$ cat src/rtl/tm_pkg.sv
// Shared defaults, requester indices and small helpers for the Turing-machine
// memory arbiter.
package tm_pkg;

    localparam int TM_DW = 4;
    localparam int TM_W  = 64;
    localparam int TM_AW = $clog2(TM_W);

    // Fixed requester slots used by the step-sequencing datapath.
    localparam int REQ_INPUT = 0;
    localparam int REQ_RULE  = 1;
    localparam int REQ_TAPE  = 2;

    typedef enum logic {
        LOCK_FREE = 1'b0,
        LOCK_HELD = 1'b1
    } lock_state_e;

    function automatic int next_index(input int idx, input int n);
        return (idx + 1 == n) ? 0 : idx + 1;
    endfunction

endpackage

$ cat src/rtl/tm_mem_arbiter_if.sv
// Requester-side bus of the memory arbiter: flattened per-requester request
// fields plus the one-hot grant and read-return channel.
interface tm_mem_arbiter_if
    import tm_pkg::*;
#(
    parameter int N  = 3,
    parameter int DW = TM_DW,
    parameter int AW = TM_AW
);

    logic [N-1:0]    req;
    logic [N-1:0]    req_we;
    logic [N-1:0]    req_lock;
    logic [N*AW-1:0] req_addr;
    logic [N*DW-1:0] req_wdata;
    logic [N-1:0]    gnt;
    logic [N-1:0]    rvalid;
    logic [DW-1:0]   rdata;

    modport master (
        output req, req_we, req_lock, req_addr, req_wdata,
        input  gnt, rvalid, rdata
    );

    modport slave (
        input  req, req_we, req_lock, req_addr, req_wdata,
        output gnt, rvalid, rdata
    );

endinterface

$ cat src/rtl/rr_pick.sv
// Rotating-priority picker: first set bit of req scanning from ptr upward,
// wrapping modulo N. Purely combinational.
module rr_pick
    import tm_pkg::*;
#(
    parameter  int N  = 3,
    localparam int IW = $clog2(N)
) (
    input  logic [N-1:0]  req,
    input  logic [IW-1:0] ptr,
    output logic [N-1:0]  onehot,
    output logic [IW-1:0] idx
);

    always_comb begin
        int   cand;
        logic found;
        // NOTE: every output gets a default before the loop, so no path leaves
        // a value unassigned and no latch is inferred.
        onehot = '0;
        idx    = '0;
        found  = 1'b0;
        cand   = 0;
        for (int k = 0; k < N; k++) begin
            cand = (int'(ptr) + k) % N;
            if (!found && req[cand]) begin
                found        = 1'b1;
                onehot[cand] = 1'b1;
                idx          = IW'(cand);
            end
        end
    end

endmodule

$ cat src/rtl/tm_mem_arbiter.sv
// Round-robin arbiter sharing the single-port tape/rule memory between N
// requesters, with an optional ownership lock and a 1-cycle read return.
module tm_mem_arbiter
    import tm_pkg::*;
#(
    parameter  int N  = 3,
    parameter  int DW = TM_DW,
    parameter  int W  = TM_W,
    parameter  int AW = $clog2(W),
    localparam int IW = $clog2(N)
) (
    input  logic                  clock,
    input  logic                  reset,
    tm_mem_arbiter_if.slave       bus,
    output logic                  mem_re,
    output logic                  mem_we,
    output logic [AW-1:0]         mem_addr,
    output logic [DW-1:0]         mem_wdata,
    input  logic [DW-1:0]         mem_rdata,
    output logic                  owner_valid,
    output logic [IW-1:0]         owner_id
);

    lock_state_e   lock_q, lock_d;
    logic [IW-1:0] owner_q, owner_d;
    logic [IW-1:0] ptr_q, ptr_d;
    logic [N-1:0]  rd_q, rd_d;

    logic [N-1:0]  owner_mask;
    logic [N-1:0]  eligible;
    logic [N-1:0]  pick_onehot;
    logic [IW-1:0] pick_idx;
    logic          granted;
    logic          win_we;
    logic          win_lock;

    // While locked only the owner may compete; the picker still rotates from
    // ptr, but with a single candidate the pointer cannot change the outcome.
    assign owner_mask = {{(N-1){1'b0}}, 1'b1} << owner_q;
    assign eligible   = (lock_q == LOCK_HELD) ? (bus.req & owner_mask) : bus.req;

    rr_pick #(.N(N)) u_pick (
        .req    (eligible),
        .ptr    (ptr_q),
        .onehot (pick_onehot),
        .idx    (pick_idx)
    );

    assign granted  = |pick_onehot;
    assign win_we   = bus.req_we[pick_idx];
    assign win_lock = bus.req_lock[pick_idx];
    assign bus.gnt  = pick_onehot;

    always_comb begin
        mem_re    = 1'b0;
        mem_we    = 1'b0;
        mem_addr  = '0;
        mem_wdata = '0;
        if (granted) begin
            mem_we    = win_we;
            mem_re    = ~win_we;
            mem_addr  = bus.req_addr[int'(pick_idx)*AW +: AW];
            mem_wdata = bus.req_wdata[int'(pick_idx)*DW +: DW];
        end
    end

    always_comb begin
        lock_d  = lock_q;
        owner_d = owner_q;
        ptr_d   = ptr_q;
        rd_d    = '0;
        if (granted) begin
            ptr_d = IW'(next_index(int'(pick_idx), N));
            if (!win_we) begin
                rd_d = pick_onehot;
            end
            // A grant while locked can only go to the owner, so dropping
            // req_lock here is always the owner releasing.
            if (win_lock) begin
                lock_d  = LOCK_HELD;
                owner_d = pick_idx;
            end else if (lock_q == LOCK_HELD) begin
                lock_d  = LOCK_FREE;
                owner_d = '0;
            end
        end
    end

    // NOTE: state registers use non-blocking assignments so every flop samples
    // the pre-edge values regardless of statement order.
    always_ff @(posedge clock) begin
        if (reset) begin
            lock_q  <= LOCK_FREE;
            owner_q <= '0;
            ptr_q   <= '0;
            rd_q    <= '0;
        end else begin
            lock_q  <= lock_d;
            owner_q <= owner_d;
            ptr_q   <= ptr_d;
            rd_q    <= rd_d;
        end
    end

    assign owner_valid = (lock_q == LOCK_HELD);
    assign owner_id    = owner_q;
    assign bus.rvalid  = rd_q;
    assign bus.rdata   = (|rd_q) ? mem_rdata : '0;

    gnt_onehot_a: assert property (@(posedge clock) disable iff (reset)
        $onehot0(pick_onehot));

    lock_exclusive_a: assert property (@(posedge clock) disable iff (reset)
        (lock_q == LOCK_HELD) |-> ((pick_onehot & ~owner_mask) == '0));

endmodule

$ cat src/flat_wrapper.sv
// flat-port wrapper written by rule: the top's interface ports become plain ports
module tm_mem_arbiter_flat import tm_pkg::*;
#(
    parameter  int N  = 3,
    parameter  int DW = TM_DW,
    parameter  int W  = TM_W,
    parameter  int AW = $clog2(W),
    localparam int IW = $clog2(N)
)
  (clock, reset, mem_re, mem_we, mem_addr, mem_wdata, mem_rdata, owner_valid, owner_id, bus_req, bus_req_we, bus_req_lock, bus_req_addr, bus_req_wdata, bus_gnt, bus_rvalid, bus_rdata);
  tm_mem_arbiter_if #(.N(N), .DW(DW), .AW(AW)) bus_i ();
  input  logic clock;
  input  logic reset;
  output logic mem_re;
  output logic mem_we;
  output logic [AW-1:0] mem_addr;
  output logic [DW-1:0] mem_wdata;
  input  logic [DW-1:0] mem_rdata;
  output logic owner_valid;
  output logic [IW-1:0] owner_id;
  input wire logic [$bits(bus_i.req)-1:0] bus_req;
  input wire logic [$bits(bus_i.req_we)-1:0] bus_req_we;
  input wire logic [$bits(bus_i.req_lock)-1:0] bus_req_lock;
  input wire logic [$bits(bus_i.req_addr)-1:0] bus_req_addr;
  input wire logic [$bits(bus_i.req_wdata)-1:0] bus_req_wdata;
  output wire logic [$bits(bus_i.gnt)-1:0] bus_gnt;
  output wire logic [$bits(bus_i.rvalid)-1:0] bus_rvalid;
  output wire logic [$bits(bus_i.rdata)-1:0] bus_rdata;
  assign bus_i.req = bus_req;
  assign bus_i.req_we = bus_req_we;
  assign bus_i.req_lock = bus_req_lock;
  assign bus_i.req_addr = bus_req_addr;
  assign bus_i.req_wdata = bus_req_wdata;
  assign bus_gnt = bus_i.gnt;
  assign bus_rvalid = bus_i.rvalid;
  assign bus_rdata = bus_i.rdata;
  tm_mem_arbiter #(.N(N), .DW(DW), .W(W), .AW(AW)) u_core (.clock(clock), .reset(reset), .bus(bus_i), .mem_re(mem_re), .mem_we(mem_we), .mem_addr(mem_addr), .mem_wdata(mem_wdata), .mem_rdata(mem_rdata), .owner_valid(owner_valid), .owner_id(owner_id));
endmodule
$ cat config.mk
export PLATFORM = sky130hd
export DESIGN_NAME = tm_mem_arbiter_flat
export DESIGN_NICKNAME = d
export VERILOG_FILES = /design/src/rtl/tm_pkg.sv /design/src/rtl/tm_mem_arbiter_if.sv /design/src/rtl/rr_pick.sv /design/src/rtl/tm_mem_arbiter.sv /design/src/flat_wrapper.sv
export SDC_FILE = /design/constraint.sdc
export NUM_CORES = 1
export LEC_CHECK = 0
export CELL_PAD_IN_SITES_DETAIL_PLACEMENT = 1
export CELL_PAD_IN_SITES_GLOBAL_PLACEMENT = 2
export CORE_MARGIN = 5
export CORE_UTILIZATION = 20
export CTS_CLUSTER_SIZE = 8
export DETAILED_ROUTE_END_ITERATION = 7
export PLACE_DENSITY_LB_ADDON = 0.1
export SKIP_LAST_GASP = 1
export SLEW_MARGIN = 20
export SYNTH_ARGS = -nofsm -noshare
export SYNTH_HDL_FRONTEND = slang
export SYNTH_SLANG_ARGS = --single-unit
$ cat constraint.sdc
create_clock -name clock -period 7.3 [get_ports clock]
set_input_delay 1.095 -clock clock [delete_from_list [all_inputs] [get_ports clock]]
set_output_delay 1.095 -clock clock [all_outputs]
set_load 0.01 [all_outputs]
==> flow_metrics.env <==
export IMPL_outcome="complete, no violations"
export IMPL_p_switching_uw=382
export IMPL_cts_tree="built"
export IMPL_htree_levels=1
export IMPL_crit_fanout=16
export IMPL_hold_viol=0
export IMPL_criticalPathCategory="input port to primary output"
export IMPL_tightest_slew_ps=1010
export IMPL_syn_inst=153
export IMPL_busiest_layer="met2"
export IMPL_ctsResizeCount=0
export IMPL_nNetsFinal=267
export IMPL_period_minus_slack_ps=5320
export IMPL_clock_latency_ps=230
export IMPL_antenna_left=0
export IMPL_via_per_inst=5.07
export IMPL_row_count=27
export IMPL_endpoint_kind="primary output"
export IMPL_place_gp_congestion=0.775
export IMPL_wl_per_cell_um=17.8
export IMPL_post_route_period_util_pct=72.8
export IMPL_worstPathArrival_ps=4220
export IMPL_place_ws_ps=1970
export IMPL_postLayoutCellArea_um2=1890
export IMPL_yosysWarnings=0
export IMPL_track_usage_pct=13.9
export IMPL_grt_ovfl_total=0
export IMPL_clk_pin_slew_ps=50
export IMPL_use_met1_pct=19.0
export IMPL_combinationalPowerShare_pct=83.0
export IMPL_r2r_setup_slack_ps=3950
export IMPL_die_y_um=84.7
export IMPL_fp_dieArea_um2=7170
export IMPL_swShare_pct=50.0
export IMPL_path_cells="clkdlybuf4s50_1 -> nand2b_1 -> o22ai_1 -> a2111oi_4 -> a21oi_2 -> a221o_1 -> nor2_1 -> clkdlybuf4s50_1"
export IMPL_cp_required_ps=6200
export IMPL_p_leak_uw=0.000686
export IMPL_synth_xor_area_share_pct=0
export IMPL_synth_area_um2=1110
export IMPL_cts_buffers=3
export IMPL_seqPwrFrac_pct=9.9
export IMPL_core_area_um2=5470
export IMPL_clkPwrFrac_pct=7.1
export IMPL_hold_class="register to register"
export IMPL_ys_flop_type="dfxtp_1"
export IMPL_p_int_uw=383
export IMPL_drive_gt1_share_pct=7.87
export IMPL_pwr_density_cell_nw_per_um2=404
export IMPL_use_met3_pct=3.14
export IMPL_cts_setup_buffers=0
export IMPL_grt_pass1_wl_um=8090
export IMPL_relSlewSlack_pct=32.8
export IMPL_synthArstFlopShare_pct=0
export IMPL_antenna_found_initial=0
export IMPL_grt_pass1_vias=1557
export IMPL_postPlaceCellArea_um2=1850
export IMPL_num_antenna_cells=0
export IMPL_cts_sinks=8
export IMPL_ir_drop_mv=0.145
export IMPL_synth_cell_type_count=55
export IMPL_syn_nets=202
export IMPL_areaGrowthSynthToFinish_pct=69.9
export IMPL_grt_use_met2_pct=22.8
export IMPL_maxCapViolCount=0
export IMPL_total_power_uw=765
export IMPL_firstDrtPassIters=4
export IMPL_avgSynthCellArea_um2=7.29
export IMPL_clock_skew_ps=14.4
export IMPL_setup_viol=0
export IMPL_cp_common_cell="clkdlybuf4s50_1"
export IMPL_synth_compound_area_share_pct=41.3
export IMPL_grt_max_degree=17
export IMPL_place_hpwl_um=4270
export IMPL_drv_slew=0
export IMPL_fmax_ghz=0.188
export IMPL_io_buffers=69
export IMPL_fin_ws_ps=1980
export IMPL_crit_path_start_kind="input port"
export IMPL_cts_buffer_depth=2
export IMPL_dr_first_iter_drc_count=64
export IMPL_ys_ff_latch=8
export IMPL_synthMuxAreaShare_pct=0.898
export IMPL_synth_edf_count=0
export IMPL_synth_top_family_by_area="compound AO/OA/AOI/OAI gates"
export IMPL_die_w_um=84.7
export IMPL_yosysSeqAreaShare_pct=14.4
export IMPL_rsz0062_at_grt="false"
export IMPL_synthAdderAreaFrac_pct=4.49
export IMPL_cts_root_buf="clkbuf_8"
export IMPL_drc=0
export IMPL_ioPinCount=70
export IMPL_yosys_area_share_simple_pct=32.4
export IMPL_cp_slowest_stage_delay_ps=960
export IMPL_ctsHoldBuffers=0
export IMPL_via_count=1459
export IMPL_slowest_stage="a2111oi_4"
export IMPL_initial_core_util_pct=20.4
export IMPL_fin_tns_setup_ps=0
export IMPL_wl_um=5130
==> critical path, delay by kind of cell <==
family	cells	cell delay [ps]
AND/OR/NAND/NOR	2	260
buffers and inverters	2	1050
AO/OA/AOI/OAI	4	1810
==> flip-flops by register name (all words and copies together), names as in the netlist <==
name,count
u_core.ptr_q,2
u_core.owner_valid,1
u_core.bus.rvalid,3
u_core.owner_id,2
==> cell families after synthesis <==
family | count (synthesis)
flip-flops | 8
multiplexers | 1
buffers and inverters | 17
AND/OR/NAND/NOR | 64
adder cells (fa/ha/maj) | 4
AO/OA/AOI/OAI | 59
==> layout make-up <==
class,count,area [µm²]
clock buffer,3,41.3
sequential,8,160
inverter,8,30.0
timing repair buffer,69,691
tap,72,90.1
fill,682,3580
multi-input combinational,128,882
==> cells in the mapped netlist (2+ instances only) <==
library cell | number | share of area, %
clkbuf_1 | 4 | 1.3
nand2b_1 | 4 | 2.2
nor2b_1 | 8 | 4.5
nor3_1 | 3 | 1.3
and2_1 | 3 | 1.7
nand4_1 | 3 | 1.7
o21a_1 | 2 | 1.3
ha_1 | 4 | 4.5
nand2_1 | 20 | 6.7
nand3_1 | 6 | 2.7
buf_2 | 4 | 1.8
o21ai_0 | 4 | 1.8
dfxtp_1 | 8 | 14
a22oi_1 | 10 | 6.7
o211ai_1 | 3 | 2.0
o2111ai_1 | 3 | 2.4
and3_1 | 3 | 1.7
inv_1 | 7 | 2.4
a21oi_1 | 15 | 6.7
nor2_1 | 4 | 1.3
==> cell usage in the layout (no fill, tap or decap), types with 2 or more instances in the layout <==
cell type,count
nor3_1,3
o2111ai_1,3
o21a_1,2
o211ai_1,3
nand3_1,6
ha_1,4
nand2_1,20
nand2b_1,4
a21oi_1,15
clkdlybuf4s50_1,69
and3_1,3
dfxtp_1,8
o21ai_0,4
nand4_1,3
clkbuf_8,3
inv_1,7
nor2_1,4
and2_1,3
a22oi_1,10
nor2b_1,8
==> metal layers <==
metal  routed length, µm  up-vias
met5                   0        -
met3                 268        6
met1                2390      702
met4                  32        0
li1                    -      706
met2                2440       45
==> power by group through the flow <==
stage               logic (µW)  clock network (µW)  registers [µW]
CTS                        640                55.3            76.6
finish                     635                54.6            75.7
floorplan                  360                   0            73.0
detailed placement         633                   0            77.2
global placement           633                   0            75.5
global route               689                58.3            78.7
==> worst paths after layout <==
kind,startpoint,end,depth (start not counted)
min,u_core.ptr_q[1],u_core.ptr_q[1],2
max,bus_req[0],mem_re,8
max reg2reg,u_core.ptr_q[0],u_core.bus.rvalid[2],9
min reg2reg,u_core.ptr_q[1],u_core.ptr_q[1],2
==> metrics by stage <==
stage	hold WS (ps)	util (%)	std cells
2_1_floorplan	477	-	153
3_3_place_gp	512	33.9	285
3_5_place_dp	509	33.9	285
4_1_cts	520	34.6	288
5_1_grt	540	34.6	288
6_report	518	34.6	288
(Power assumes the default switching activity.)
